### src/rtl/cpu_pkg.sv
// Shared constants for the core's fetch path.
package cpu_pkg;
  localparam int          INSTR_W          = 32;
  localparam int          PC_STEP          = 4;
  localparam logic [31:0] DEFAULT_RESET_PC = 32'h0000_3000;
endpackage

### src/rtl/ifu_fifo.sv
// Synchronous prefetch FIFO: synchronous flush, simultaneous push/pop, occupancy count.
module ifu_fifo
  import cpu_pkg::*;
#(
  parameter int W     = 64,
  parameter int DEPTH = 4,
  localparam int AW   = (DEPTH > 1) ? $clog2(DEPTH) : 1,
  localparam int CW   = $clog2(DEPTH + 1)
) (
  input  logic          clk,
  input  logic          reset,
  input  logic          flush,
  input  logic          push,
  input  logic [W-1:0]  din,
  input  logic          pop,
  output logic [W-1:0]  dout,
  output logic [CW-1:0] count
);

  logic [W-1:0]  mem [DEPTH];
  logic [AW-1:0] wr_ptr;
  logic [AW-1:0] rd_ptr;
  logic          pop_ok;
  logic          push_ok;

  assign pop_ok  = pop & (count != '0);
  // A push into a full queue is only legal when the head leaves in the same cycle.
  assign push_ok = push & ((count != CW'(DEPTH)) | pop_ok);
  assign dout    = mem[rd_ptr];

  always_ff @(posedge clk or posedge reset) begin
    if (reset) begin
      wr_ptr <= '0;
      rd_ptr <= '0;
      count  <= '0;
      for (int i = 0; i < DEPTH; i++) mem[i] <= '0;
    end else if (flush) begin
      wr_ptr <= '0;
      rd_ptr <= '0;
      count  <= '0;
    end else begin
      if (push_ok) begin
        mem[wr_ptr] <= din;
        wr_ptr      <= wr_ptr + AW'(1);
      end
      if (pop_ok) rd_ptr <= rd_ptr + AW'(1);
      case ({push_ok, pop_ok})
        2'b10:   count <= count + CW'(1);
        2'b01:   count <= count - CW'(1);
        default: count <= count;
      endcase
    end
  end

endmodule

### src/rtl/ifu_prefetch.sv
// Instruction fetch unit: fetch PC, one outstanding memory request, prefetch queue to decode.
module ifu_prefetch
  import cpu_pkg::*;
#(
  parameter int              XLEN     = 32,
  parameter logic [XLEN-1:0] RESET_PC = XLEN'(DEFAULT_RESET_PC),
  parameter int              DEPTH    = 4,
  localparam int             CW       = $clog2(DEPTH + 1)
) (
  input  logic               clk,
  input  logic               reset,
  output logic               im_req,
  output logic [XLEN-1:0]    im_addr,
  input  logic [INSTR_W-1:0] im_rdata,
  input  logic               redirect_valid,
  input  logic [XLEN-1:0]    redirect_pc,
  output logic               out_valid,
  input  logic               out_ready,
  output logic [INSTR_W-1:0] out_instr,
  output logic [XLEN-1:0]    out_pc,
  output logic [CW-1:0]      count,
  output logic               misalign_err
);

  localparam int QW = XLEN + INSTR_W;

  logic [XLEN-1:0] fetch_pc;
  logic [XLEN-1:0] inflight_pc;
  logic            inflight;
  logic            pop;
  logic            push;
  logic            issue;
  logic [CW:0]     occupancy;
  logic [QW-1:0]   q_dout;

  assign pop       = out_valid & out_ready;
  assign occupancy = {1'b0, count} + {{CW{1'b0}}, inflight};

  // out_ready reaches issue combinationally so a pop frees a slot for this cycle's
  // request; that is what sustains one instruction per cycle at DEPTH=2.
  assign issue   = ~redirect_valid & ~misalign_err &
                   ((occupancy < (CW+1)'(DEPTH)) | pop);
  assign im_req  = issue & ~reset;
  assign im_addr = fetch_pc;

  // A response landing in a redirect cycle belongs to the abandoned path.
  assign push = inflight & ~redirect_valid;

  always_ff @(posedge clk or posedge reset) begin
    if (reset) begin
      fetch_pc     <= RESET_PC;
      inflight     <= 1'b0;
      inflight_pc  <= '0;
      misalign_err <= 1'b0;
    end else if (redirect_valid) begin
      fetch_pc     <= redirect_pc;
      inflight     <= 1'b0;
      misalign_err <= (redirect_pc[1:0] != 2'b00);
    end else begin
      inflight <= issue;
      if (issue) begin
        inflight_pc <= fetch_pc;
        fetch_pc    <= fetch_pc + XLEN'(PC_STEP);
      end
    end
  end

  ifu_fifo #(
    .W     (QW),
    .DEPTH (DEPTH)
  ) u_fifo (
    .clk   (clk),
    .reset (reset),
    .flush (redirect_valid),
    .push  (push),
    .din   ({inflight_pc, im_rdata}),
    .pop   (pop),
    .dout  (q_dout),
    .count (count)
  );

  assign out_valid = (count != '0);
  assign out_pc    = q_dout[QW-1:INSTR_W];
  assign out_instr = q_dout[INSTR_W-1:0];

endmodule

### config.mk
export PLATFORM = sky130hd
export DESIGN_NAME = ifu_prefetch
export DESIGN_NICKNAME = d
export VERILOG_FILES = /design/src/rtl/cpu_pkg.sv /design/src/rtl/ifu_fifo.sv /design/src/rtl/ifu_prefetch.sv
export SDC_FILE = /design/constraint.sdc
export NUM_CORES = 1
export LEC_CHECK = 0
export ABC_CLOCK_PERIOD_IN_PS = 17900
export BUFFER_PORTS_ARGS = -buffer_cell sky130_fd_sc_hd__buf_4
export CORE_UTILIZATION = 34
export CTS_CLUSTER_SIZE = 24
export DETAILED_ROUTE_END_ITERATION = 6
export PLACE_DENSITY = 0.49
export SLEW_MARGIN = 0
export SYNTH_ARGS = -nofsm -noshare
export SYNTH_HDL_FRONTEND = slang
export SYNTH_SLANG_ARGS = --single-unit
### constraint.sdc
create_clock -name clk -period 17.9 [get_ports clk]
set_input_delay 0.895 -clock clk [delete_from_list [all_inputs] [get_ports clk]]
set_output_delay 0.895 -clock clk [all_outputs]
set_load 0.005 [all_outputs]
==> reports/summary.txt, run 1 <==
================================================================================
Cell accounting for the most synthesized area                            dfrtp_1
Post-detail-place hpwl                                                  23300 µm
Clk_lat worst skew                                                       0.54 ns
Number of endpoints failing setup at the final stage                           0
Number of placement rows                                                      76
Total detailed-routing wirelength                                       38400 µm
Setup crit end kind                                                  output port
Final WS setup                                                          14.12 ns
Vias after detailed routing                                                 9143
Mapped Avg Cell Area                                                    15.0 µm²
Wirelength per Cell                                                      21.7 µm
Remaining antenna violation count                                              0
Layout filler cell count                                                    4078
Height of the chip                                                        212 µm
Peak fanout along the critical path                                           38
# H-tree levels                                                                2
Areal power density over the cells                                    125 mW/mm²
Ratio of routed vias to standard cells                                      5.17
Final Skew                                                             0.0155 ns
Total clock buffers created by CTS                                            39
Clock tree from TritonCTS                                                    yes
Count of flip-flops with a built-in enable after synthesis                     0
Max cap viols                                                                  0
Setup Buffers After CTS                                                        0
Root buffer cell                                                       clkbuf_16
Number of warning messages in the yosys log                                    0
Combined area of the multi-input logic cells                         0.00628 mm²
Final Wtd Congestion                                                       0.753
Fraction of layout instances using a drive strength above 1                49.4%
Initial antenna violation count                                                1
P&R area growth vs syn                                                     19.2%
Global-route wire length before repair                                  59000 µm
Post-Syn Nets                                                               1072
Unrepaired setup endpoints after global routing                            false
Floorplan die width                                                       212 µm
First-pass iteration count of the detailed router                              4
Data arrival time of the worst path                                      2.89 ns
Total Routing Usage GR                                                     17.4%
Initial drt markers                                                          583
Number of cells produced by synthesis                                        998
#FFs+latches synth                                                           329
Residual DRC count                                                             0
Die Area                                                              0.0450 mm²
Category of the critical setup timing path                               reg2out
Count of buffers from port buffering                                         169
Placeable core region                                                 0.0433 mm²
Number of pins exceeding their max-slew limit in the final report              0
Dominant register cell in the synthesized netlist                        dfrtp_1
Final Hold Fails                                                               0
Synthesized area                                                      0.0150 mm²
Register cell area after layout                                      0.00824 mm²
Part of the cycle the worst path needs                                     21.1%
Category of the worst setup path launch point                           register
Final cell area excluding filler cells                                0.0179 mm²
Post-DP Area                                                          0.0166 mm²
Number of clock sinks                                                        329
Largest net degree at the start of global routing                            132
Cts hold-fix bufs                                                              0
Number of different library cells in the post-synthesis netlist               62
Slew at the pin closest to its max-slew limit                            1.06 ns
Worst IR drop on VDD                                                 0.0000586 V
Run status                                                          finished clean
Final global-route overflow total                                              0
Post-place setup slack                                                  13.98 ns
Clock transition at path regs                                            0.06 ns
Maximum frequency from static timing analysis                          0.264 GHz
Leading cell types by total area after synthesis                    dfrtp_1 (55%), mux2_2 (20%), mux4_2 (9.6%), buf_6 (2.0%), mux2_1 (1.6%)
Sequential area share after synthesis                                      54.9%
Vias in the first global route                                              9597
Initial Util                                                               34.7%
Net count, final                                                            1226
Commonest cells after routing, fill and taps aside                  dfrtp_1 (325), mux2_2 (268), buf_4 (176), mux4_2 (64), clkbuf_16 (39)
Final-layout setup total negative slack                                     0 ns
CTS resizes                                                                    0
Relative slew margins                                                      28.8%
Asr flop ratio synth                                                        100%
Data required, critical path                                            17.01 ns
LEAKAGE                                                                  8.16 nW
Shortest clock period the worst path allows after layout                 3.78 ns
Most common cell after layout, fill and taps aside                       dfrtp_1
Worst min path class                                                     reg2reg
Buffer depth of the longest clock path                                         3
Fraction of post-synthesis cell area in the top cell type by area          54.5%
I/O Pins                                                                     170
================================================================================
critical path, stage by stage (launching register included):
cell and delay (ns):
dfrtp_4 0.76, buf_4 0.72, mux4_2 0.68, buf_4 0.17
layout make-up:
class	count	share of cell area, %
multi-input cells	597	35.1
clock inverters	11	0.790
clock buffers	60	6.29
repair buffers	176	7.39
diodes	1	0.0140
flip-flops and latches	329	46.1
inverters	9	0.231
well taps	585	4.09
where the power goes:
part / switching [mW] / total (mW) / internal (mW)
Sequential: 0.106 / 0.980 / 0.874
Clock: 0.313 / 0.790 / 0.477
Combinational: 0.180 / 0.468 / 0.288
Total: 0.599 / 2.24 / 1.64
metrics by stage:
stage | std cells | power [mW] | util (%) | hold WS, ns
6_report | 1768 | 2.24 | 41.3 | 0.485
5_1_grt | 1767 | 2.35 | 41.3 | 0.508
3_5_place_dp | 1696 | 1.47 | 38.4 | 0.480
3_3_place_gp | 1696 | 1.46 | 38.4 | 0.469
4_1_cts | 1767 | 2.28 | 41.3 | 0.493
2_1_floorplan | 998 | 1.22 | - | 0.459
registers in the layout, summed over array words and instances (netlist names):
| signal | cells |
|---|---|
| u_fifo.mem | 256 |
| im_addr | 32 |
| inflight_pc | 32 |
| u_fifo.count | 3 |
| u_fifo.rd_ptr | 2 |
| u_fifo.wr_ptr | 2 |
| inflight | 1 |
| misalign_err | 1 |
worst paths after layout:
kind	to	startpoint	depth (start not counted)	slack, ns
worst max-delay path	out_pc[9]	u_fifo.rd_ptr[0]$_DFFE_PP0P_	3	14.12
worst min-delay path	u_fifo.mem[254]$_DFFE_PP0P_	u_fifo.mem[254]$_DFFE_PP0P_	1	0.49
worst max register to register	u_fifo.mem[82]$_DFFE_PP0P_	u_fifo.count[0]$_DFFE_PP0P_	4	15.08
worst min register to register	u_fifo.mem[254]$_DFFE_PP0P_	u_fifo.mem[254]$_DFFE_PP0P_	1	0.49
max in group asynchronous	u_fifo.rd_ptr[0]$_DFFE_PP0P_	reset	3	15.69
min in group asynchronous	u_fifo.mem[208]$_DFFE_PP0P_	reset	2	0.59
Yosys cell counts (6+ instances only):
| cell | count |
|---|---|
| mux4_2 | 64 |
| o41ai_1 | 6 |
| or4_1 | 6 |
| mux2_2 | 268 |
| buf_2 | 10 |
| nor3_1 | 6 |
| nand4_1 | 12 |
| o21ai_0 | 13 |
| o31ai_1 | 10 |
| nor2_1 | 29 |
| dfrtp_1 | 327 |
| clkbuf_1 | 19 |
| inv_1 | 8 |
| a21oi_1 | 8 |
| a31oi_1 | 14 |
| nand3_1 | 29 |
| nand2_1 | 30 |
| mux2_1 | 21 |
| buf_6 | 26 |
kinds of logic (layout without fill, tap and decap cells):
family / Yosys count / after routing / share of synthesized area [%]
xor gates and xnor gates: 9 / 9 / 0.525
muxes: 355 / 355 / 31.4
buffers and inverters: 72 / 256 / 3.26
AOI/OAI and AO/OA: 75 / 75 / 3.46
DFF: 329 / 329 / 54.9
adders and majority gates: 6 / 6 / 0.550
other: 0 / 1 / 0
and+or+nand+nor: 152 / 152 / 5.91
per-layer routing:
metal / global-route usage, % / part of all wire [%] / wire length (µm)
met4: 4.57 / 1.7 / 636
met3: 3.66 / 5.4 / 2090
met2: 26.2 / 45 / 17400
met5: 0 / 0 / 0
met1: 25.3 / 48 / 18200
No activity file was read; power rests on OpenSTA's default activity.
==> inputs of run 2 (changes only) <==
Settings changed: ABC_AREA from default to 1, ABC_CLOCK_PERIOD_IN_PS 17900 to 3400, PLACE_DENSITY 0.49 to 0.51.
Clock period 17.9 ns to 3.4 ns, I/O delays scaled along.
==> run 2 against run 1 <==
Effect of this change:
- total power rose to 6.4 times the previous value
- largest cell class unchanged
- cell count grew 61%
- clock skew increased by 0.0061 ns
==> reports/summary.txt, run 2 <==
=================================================================================
Vias after detailed routing                                                 14400   +57%
Count of flip-flops with a built-in enable after synthesis                      0   unchanged
Top cells by count, synth                                            nand2_1 (755), o21ai_0 (399), dfrtp_1 (327)
Gate family responsible for the most delay along the worst path      buffers and inverters
Initial Util                                                                34.7%   about the same
#FFs+latches synth                                                            329   unchanged
Critical path's slowest cell                                              dfrtp_4
Initial drt markers                                                          1076   +85%
Asr flop ratio synth                                                         100%   unchanged
Residual DRC count                                                              0   unchanged
Cell accounting for the most synthesized area                             dfrtp_1
Cell mode on critical path                                                  buf_4
Setup crit end kind                                                   output port
Most common cell after layout, fill and taps aside                        nand2_1
Number of warning messages in the yosys log                                     0   unchanged
Final Hold Fails                                                                0   unchanged
Final Skew                                                              0.0216 ns   +0.00613 ns
Post-Syn Nets                                                                2136   +99%
Number of cells produced by synthesis                                        2062   +110%
CP max stage delay                                                        0.71 ns   -0.05 ns
Die Area                                                               0.0476 mm²   +5.8%
Worst IR drop on VDD                                                   0.000324 V   +450%
Net count, final                                                             2293   +87%
Cell count of the worst reg-to-reg path                                         8   +4
Root buffer cell                                                        clkbuf_16
I/O Pins                                                                      170   unchanged
Internal reg-to-reg setup slack                                           0.79 ns   -14.29 ns
Top register by number of flip-flops                                   u_fifo.mem
Vias in the first global route                                              14200   +47%
CTS resizes                                                                     0   unchanged
Origin of the worst min-delay path                                   redirect_valid
Category of the worst setup path launch point                            register
Largest net degree at the start of global routing                             122   -7.6%
Final global-route overflow total                                               0   unchanged
Ratio of routed vias to standard cells                                       5.05   -2.3%
Total detailed-routing wirelength                                        50800 µm   +32%
Shortest clock period the worst path allows after layout                  2.78 ns
Design Power                                                              14.3 mW   +540%
Unrepaired setup endpoints after global routing                             false
Height of the chip                                                         218 µm   +2.8%
Endpoint, Worst Hold                                                 im_addr[2]$_DFFE_PP0P_
Dominant register cell in the synthesized netlist                         dfrtp_1
Buffer depth of the longest clock path                                          3   unchanged
Final-layout setup total negative slack                                      0 ns   unchanged
Sequential area share after synthesis                                       51.9%   -3.0 points
Initial antenna violation count                                                 0   -1
Library cell with the highest instance count after synthesis              nand2_1
Number of pins exceeding their max-slew limit in the final report               0   unchanged
Reg2Reg Capture Point                                                u_fifo.count[2]$_DFFE_PP0P_
Run status                                                           finished clean
Wirelength per Cell                                                       17.8 µm   -18%
Post-detail-place hpwl                                                   28300 µm   +21%
LEAKAGE                                                                   9.78 nW   +20%
Number of placement rows                                                       78   +2.6%
Number of different library cells in the post-synthesis netlist                28   -55%
Total Routing Usage GR                                                      21.6%   +4.2 points
Slew at the pin closest to its max-slew limit                             1.13 ns   +0.0743 ns
Placeable core region                                                  0.0458 mm²   +5.8%
Category of the critical setup timing path                                reg2out
Data required, critical path                                              3.23 ns   -13.78 ns
Setup Buffers After CTS                                                         0   unchanged
Layout filler cell count                                                     4675   +15%
Fraction of layout instances using a drive strength above 1                 12.0%   -37 points
Total clock buffers created by CTS                                             39   unchanged
Number of endpoints failing setup at the final stage                            0   unchanged
Min Hold Slack                                                          0.0451 ns   -0.440 ns
Count of buffers from port buffering                                          169   unchanged
Worst min path class                                                       in2reg
Floorplan die width                                                        218 µm   +2.8%
Number of buffer and inverter instances along the worst setup path              3   +1
Clock transition at path regs                                             0.06 ns   about the same
First-pass iteration count of the detailed router                               5   +1
Max cap viols                                                                   0   unchanged
Worst setup path startpoint                                          u_fifo.rd_ptr[0]$_DFFE_PP0P_
Areal power density over the cells                                     734 mW/mm²   +490%
Maximum frequency from static timing analysis                           0.360 GHz
Global-route wire length before repair                                   80800 µm   +37%
Peak fanout along the critical path                                            49   +29%
Clk_lat worst skew                                                        0.56 ns   +0.02 ns
Cell-by-cell listing of the critical path                            clkinv_2 -> buf_4 -> o21ai_0 -> o22ai_1 -> buf_4
Data arrival time of the worst path                                       2.61 ns   -0.28 ns
Clock tree from TritonCTS                                                     yes
Fraction of post-synthesis cell area in the top cell type by area           51.5%   -3.0 points
Final Wtd Congestion                                                        0.875   +16%
Number of clock sinks                                                         329   unchanged
Flip-flop count of the largest register after layout                          256   unchanged
Mapped Avg Cell Area                                                     7.70 µm²   -49%
Relative slew margins                                                       24.5%   -4.4 points
P&R area growth vs syn                                                      22.4%
Synthesized area                                                       0.0159 mm²   +5.8%
Commonest cells after routing, fill and taps aside                   nand2_1 (755), o21ai_0 (399), dfrtp_1 (325), nor2_1 (182), buf_4 (181)
Remaining antenna violation count                                               0   unchanged
# H-tree levels                                                                 2   unchanged
Number of stages on the worst hold path                                         3   +2
Number of antenna diodes                                                        0   -1
Part of the cycle the worst path needs                                      81.8%
Leading cell types by total area after synthesis                     dfrtp_1 (52%), nand2_1 (18%), o21ai_0 (13%), nor2_1 (4.3%), o22ai_1 (2.5%)
Origin of the critical flop-to-flop path                             u_fifo.count[0]$_DFFE_PP0P_
=================================================================================
## run 2: final cells by class
type,instances,area (µm²),area share (%)
Timing Repair Buffer,258,2240,11.5
Multi-Input combinational cell,1525,6710,34.5
Sequential cell,329,8240,42.4
Tap cell,600,751,3.86
Clock inverter,11,97.6,0.502
Inverter,66,254,1.31
Clock buffer,59,1140,5.88
## run 2: metal layers
metal | global-route usage (%) | part of all wire (%) | wire (µm) | vias to the layer above
met5 | 0 | 0 | 0 | -
met1 | 30.3 | 47 | 24000 | 6931
met2 | 34.7 | 46 | 23300 | 344
met3 | 2.66 | 4.4 | 2250 | 73
li1 | - | - | - | 7042
met4 | 6.57 | 2.3 | 1180 | 0
## run 2: repair_timing
action                     4_1_cts  5_1_grt
hold endpoints to repair       489        0
setup endpoints to repair        0        0
hold buffers                    66        0
## run 2: worst max-delay path by stage
stage          cells after the start                          end
4_1_cts                            5                   out_pc[13]
2_1_floorplan                      1       im_addr[0]$_DFFE_PP0P_
5_1_grt                            8  u_fifo.count[2]$_DFFE_PP0P_
3_5_place_dp                       8  u_fifo.count[2]$_DFFE_PP0P_
6_report                           5                   out_pc[13]
3_3_place_gp                       8  u_fifo.count[2]$_DFFE_PP0P_
## run 2: kinds of logic after synthesis
group / after synthesis / share of synthesized area (%)
flip-flops: 329 / 51.9
adder cells (fa/ha/maj): 6 / 0.520
buffers and inverters: 208 / 5.97
XOR/XNOR: 5 / 0.276
AND/OR/NAND/NOR: 1018 / 25.1
AO/OA/AOI/OAI: 496 / 16.3
## run 2: worst min-delay path: stages
cell and delay (ns):
buf_4 0.24, nand2_1 0.10, nand2_1 0.04
## run 2: report_power, final
part | switching, mW | leakage (nW) | internal (mW)
combinational | 2.45 | 4.93 | 1.80
sequential | 0.872 | 4.25 | 5.06
clock | 1.68 | 0.610 | 2.40
## run 2: stage by stage
stage	utilization, %	setup WS [ns]	area (µm²)	instances
floorplan	-	-1.16	15900	2062
global placement	38.3	0.801	17500	2712
detailed placement	38.3	0.817	17500	2712
CTS	42.5	0.579	19400	2848
global route	42.5	0.493	19400	2848
finish	42.5	0.620	19400	2848
==> inputs of run 3 (changes only) <==
Settings changed: ABC_CLOCK_PERIOD_IN_PS 3400 to 2700, PLACE_DENSITY 0.51 to 0.49.
Clock period 3.4 ns to 2.7 ns, I/O delays scaled along.
==> run 3 against run 2 <==
Effect of this change:
- hold slack improved by 0.056 ns
- first-iteration DRC count decreased by 2.8%
- register-to-register slack got worse by 0.29 ns
- sequential power increased by 26%
- routed wire length increased by 4.2%
- utilization increased by 0.56 points
- clock skew increased by 0.00098 ns
- sequential cell count unchanged
- sequential share of layout area decreased by 0.55 points
- combinational power increased by 28%
- critical endpoint is now out_pc[10]
==> reports/summary.txt, run 3 (same netlist as run 2, synthesis figures left out) <==
=================================================================================
Placeable core region                                                  0.0458 mm²   unchanged
Final WS setup                                                           0.160 ns   -0.460 ns
Part of the cycle the worst path needs                                      94.1%
Final cell area excluding filler cells                                 0.0197 mm²   +1.3%
Initial Util                                                                34.7%   unchanged
Number of endpoints failing setup at the final stage                            0   unchanged
Residual DRC count                                                              0   unchanged
Peak fanout along the critical path                                           112   +130%
Flip-flop count of the largest register after layout                          256   unchanged
Final global-route overflow total                                               0   unchanged
Most used routing layer                                                      met2
Critical path's slowest cell                                              dfrtp_4
Category of the worst setup path launch point                            register
Gate family responsible for the most delay along the worst path      buffers and inverters
Run status                                                           finished clean
Instance count after placement with tap cells included                       2730   +0.66%
Areal power density over the cells                                     934 mW/mm²   +27%
Cell-by-cell listing of the critical path                            buf_12 -> o21ai_0 -> o22ai_1 -> buf_4
Count of buffers from port buffering                                          169   unchanged
Fraction of layout instances using a drive strength above 1                 13.0%   +0.98 points
Internal reg-to-reg setup slack                                           0.50 ns   -0.29 ns
I/O Pins                                                                      170   unchanged
LEAKAGE                                                                   9.94 nW   +1.6%
Final Skew                                                              0.0226 ns   +0.000984 ns
Category of the critical setup timing path                                reg2out
Final-layout setup total negative slack                                      0 ns   unchanged
Root buffer cell                                                        clkbuf_16
Setup crit end kind                                                   output port
Clk_lat worst skew                                                        0.56 ns   about the same
Final Hold Fails                                                                0   unchanged
Most common cell after layout, fill and taps aside                        nand2_1
Number of pins exceeding their max-slew limit in the final report               0   unchanged
Relative slew margins                                                       41.7%   +17 points
Total Routing Usage GR                                                      22.6%   +1.0 points
Die Area                                                               0.0476 mm²   unchanged
Final Wtd Congestion                                                        0.931   +6.3%
Number of placement rows                                                       78   unchanged
Vias after detailed routing                                                 14600   +1.4%
Worst min path class                                                     in2async
Maximum frequency from static timing analysis                           0.394 GHz
Shortest clock period the worst path allows after layout                  2.54 ns
Initial antenna violation count                                                 0   unchanged
Largest net degree at the start of global routing                             113   -7.4%
Total detailed-routing wirelength                                        52900 µm   +4.2%
Clock transition at path regs                                             0.06 ns   about the same
Top register by number of flip-flops                                   u_fifo.mem
Post-DP Area                                                           0.0177 mm²   +0.76%
Unrepaired setup endpoints after global routing                             false
GR met2 Demand/Resource                                                     36.6%   +1.8 points
Total clock buffers created by CTS                                             41   +5.1%
Slew at the pin closest to its max-slew limit                            0.874 ns   -0.259 ns
P&R area growth vs syn                                                      24.0%
CP max stage delay                                                        0.58 ns   -0.13 ns
Height of the chip                                                         218 µm   unchanged
Clock tree from TritonCTS                                                     yes
Data arrival time of the worst path                                       2.40 ns   -0.21 ns
Initial drt markers                                                          1046   -2.8%
Post-place setup slack                                                   0.533 ns   -0.285 ns
Number of clock sinks                                                         329   unchanged
Met3 capacity usage during global routing                                   3.16%   +0.50 points
Min Hold Slack                                                           0.101 ns   +0.0561 ns
Ratio of routed vias to standard cells                                       5.08   +0.57%
Vias in the first global route                                              14700   +3.6%
Buffer depth of the longest clock path                                          3   unchanged
Number of antenna diodes                                                        0   unchanged
Commonest cells after routing, fill and taps aside                   nand2_1 (755), o21ai_0 (399), dfrtp_1 (325), buf_4 (199), nor2_1 (182)
Net count, final                                                             2314   +0.92%
Post-detail-place hpwl                                                   31300 µm   +10%
Data required, critical path                                              2.57 ns   -0.66 ns
Wirelength per Cell                                                       18.4 µm   +3.3%
Floorplan die width                                                        218 µm   unchanged
Setup Buffers After CTS                                                         0   unchanged
Global-route wire length before repair                                   84200 µm   +4.2%
Worst IR drop on VDD                                                   0.000423 V   +31%
Final non-filler cell total                                                  2871   +0.81%
Number of buffer and inverter instances along the worst setup path              2   -1
Remaining antenna violation count                                               0   unchanged
First-pass iteration count of the detailed router                               5   unchanged
Met1 layer usage reported by global route                                   31.3%   +0.95 points
# H-tree levels                                                                 2   unchanged
Max cap viols                                                                   0   unchanged
=================================================================================
==> run 3: cell type report <==
| type | count | area (µm²) |
|---|---|---|
| fillers | 4684 | 26100 |
| flip-flops and latches | 329 | 8240 |
| multi-input cells | 1525 | 6720 |
| repair buffers | 277 | 2380 |
| clock buffers | 66 | 1300 |
| well taps | 600 | 751 |
| inverters | 66 | 253 |
| clock inverters | 8 | 43.8 |
==> run 3: routing by layer <==
metal | wire [µm] | share of wire (%)
met5 | 0 | 0
met4 | 1170 | 2.2
met3 | 2570 | 4.9
met2 | 24400 | 46
met1 | 24700 | 47
==> run 3: what timing repair did <==
item | in CTS | in global routing
setup endpoints to repair | 0 | 1
hold buffers | 67 | 0
gates resized for setup | 0 | 1
hold endpoints to repair | 417 | 0
==> run 3: final timing paths <==
kind,start,end,depth (start not counted)
min,reset,inflight_pc[1]$_DFFE_PP0P_,3
max in group asynchronous,reset,im_addr[13]$_DFFE_PP1P_,5
min reg2reg,u_fifo.mem[170]$_DFFE_PP0P_,u_fifo.mem[170]$_DFFE_PP0P_,2
max reg2reg,u_fifo.count[0]$_DFFE_PP0P_,u_fifo.count[2]$_DFFE_PP0P_,12
min in group clk,redirect_pc[2],im_addr[2]$_DFFE_PP0P_,4
max,u_fifo.rd_ptr[0]$_DFFE_PP0P_,out_pc[10],4
==> run 3: where the power goes <==
part / switching [mW] / total, mW / internal (mW) / leakage, nW
clock: 2.18 / 5.47 / 3.29 / 0.673
sequential: 1.08 / 7.45 / 6.38 / 4.25
combinational: 3.17 / 5.47 / 2.30 / 5.02
==> run 3: worst min-delay path, stage by stage <==
cell	delay (ns)
dlygate4sd3_1	0.54
buf_4	0.15
clkinvlp_4	0.21
==> run 3: through the flow <==
step           total power, mW  utilization [%]
2_1_floorplan             10.2                -
3_3_place_gp              12.9             38.6
3_5_place_dp              13.0             38.6
4_1_cts                   18.6             43.0
5_1_grt                   19.6             43.0
6_report                  18.4             43.0
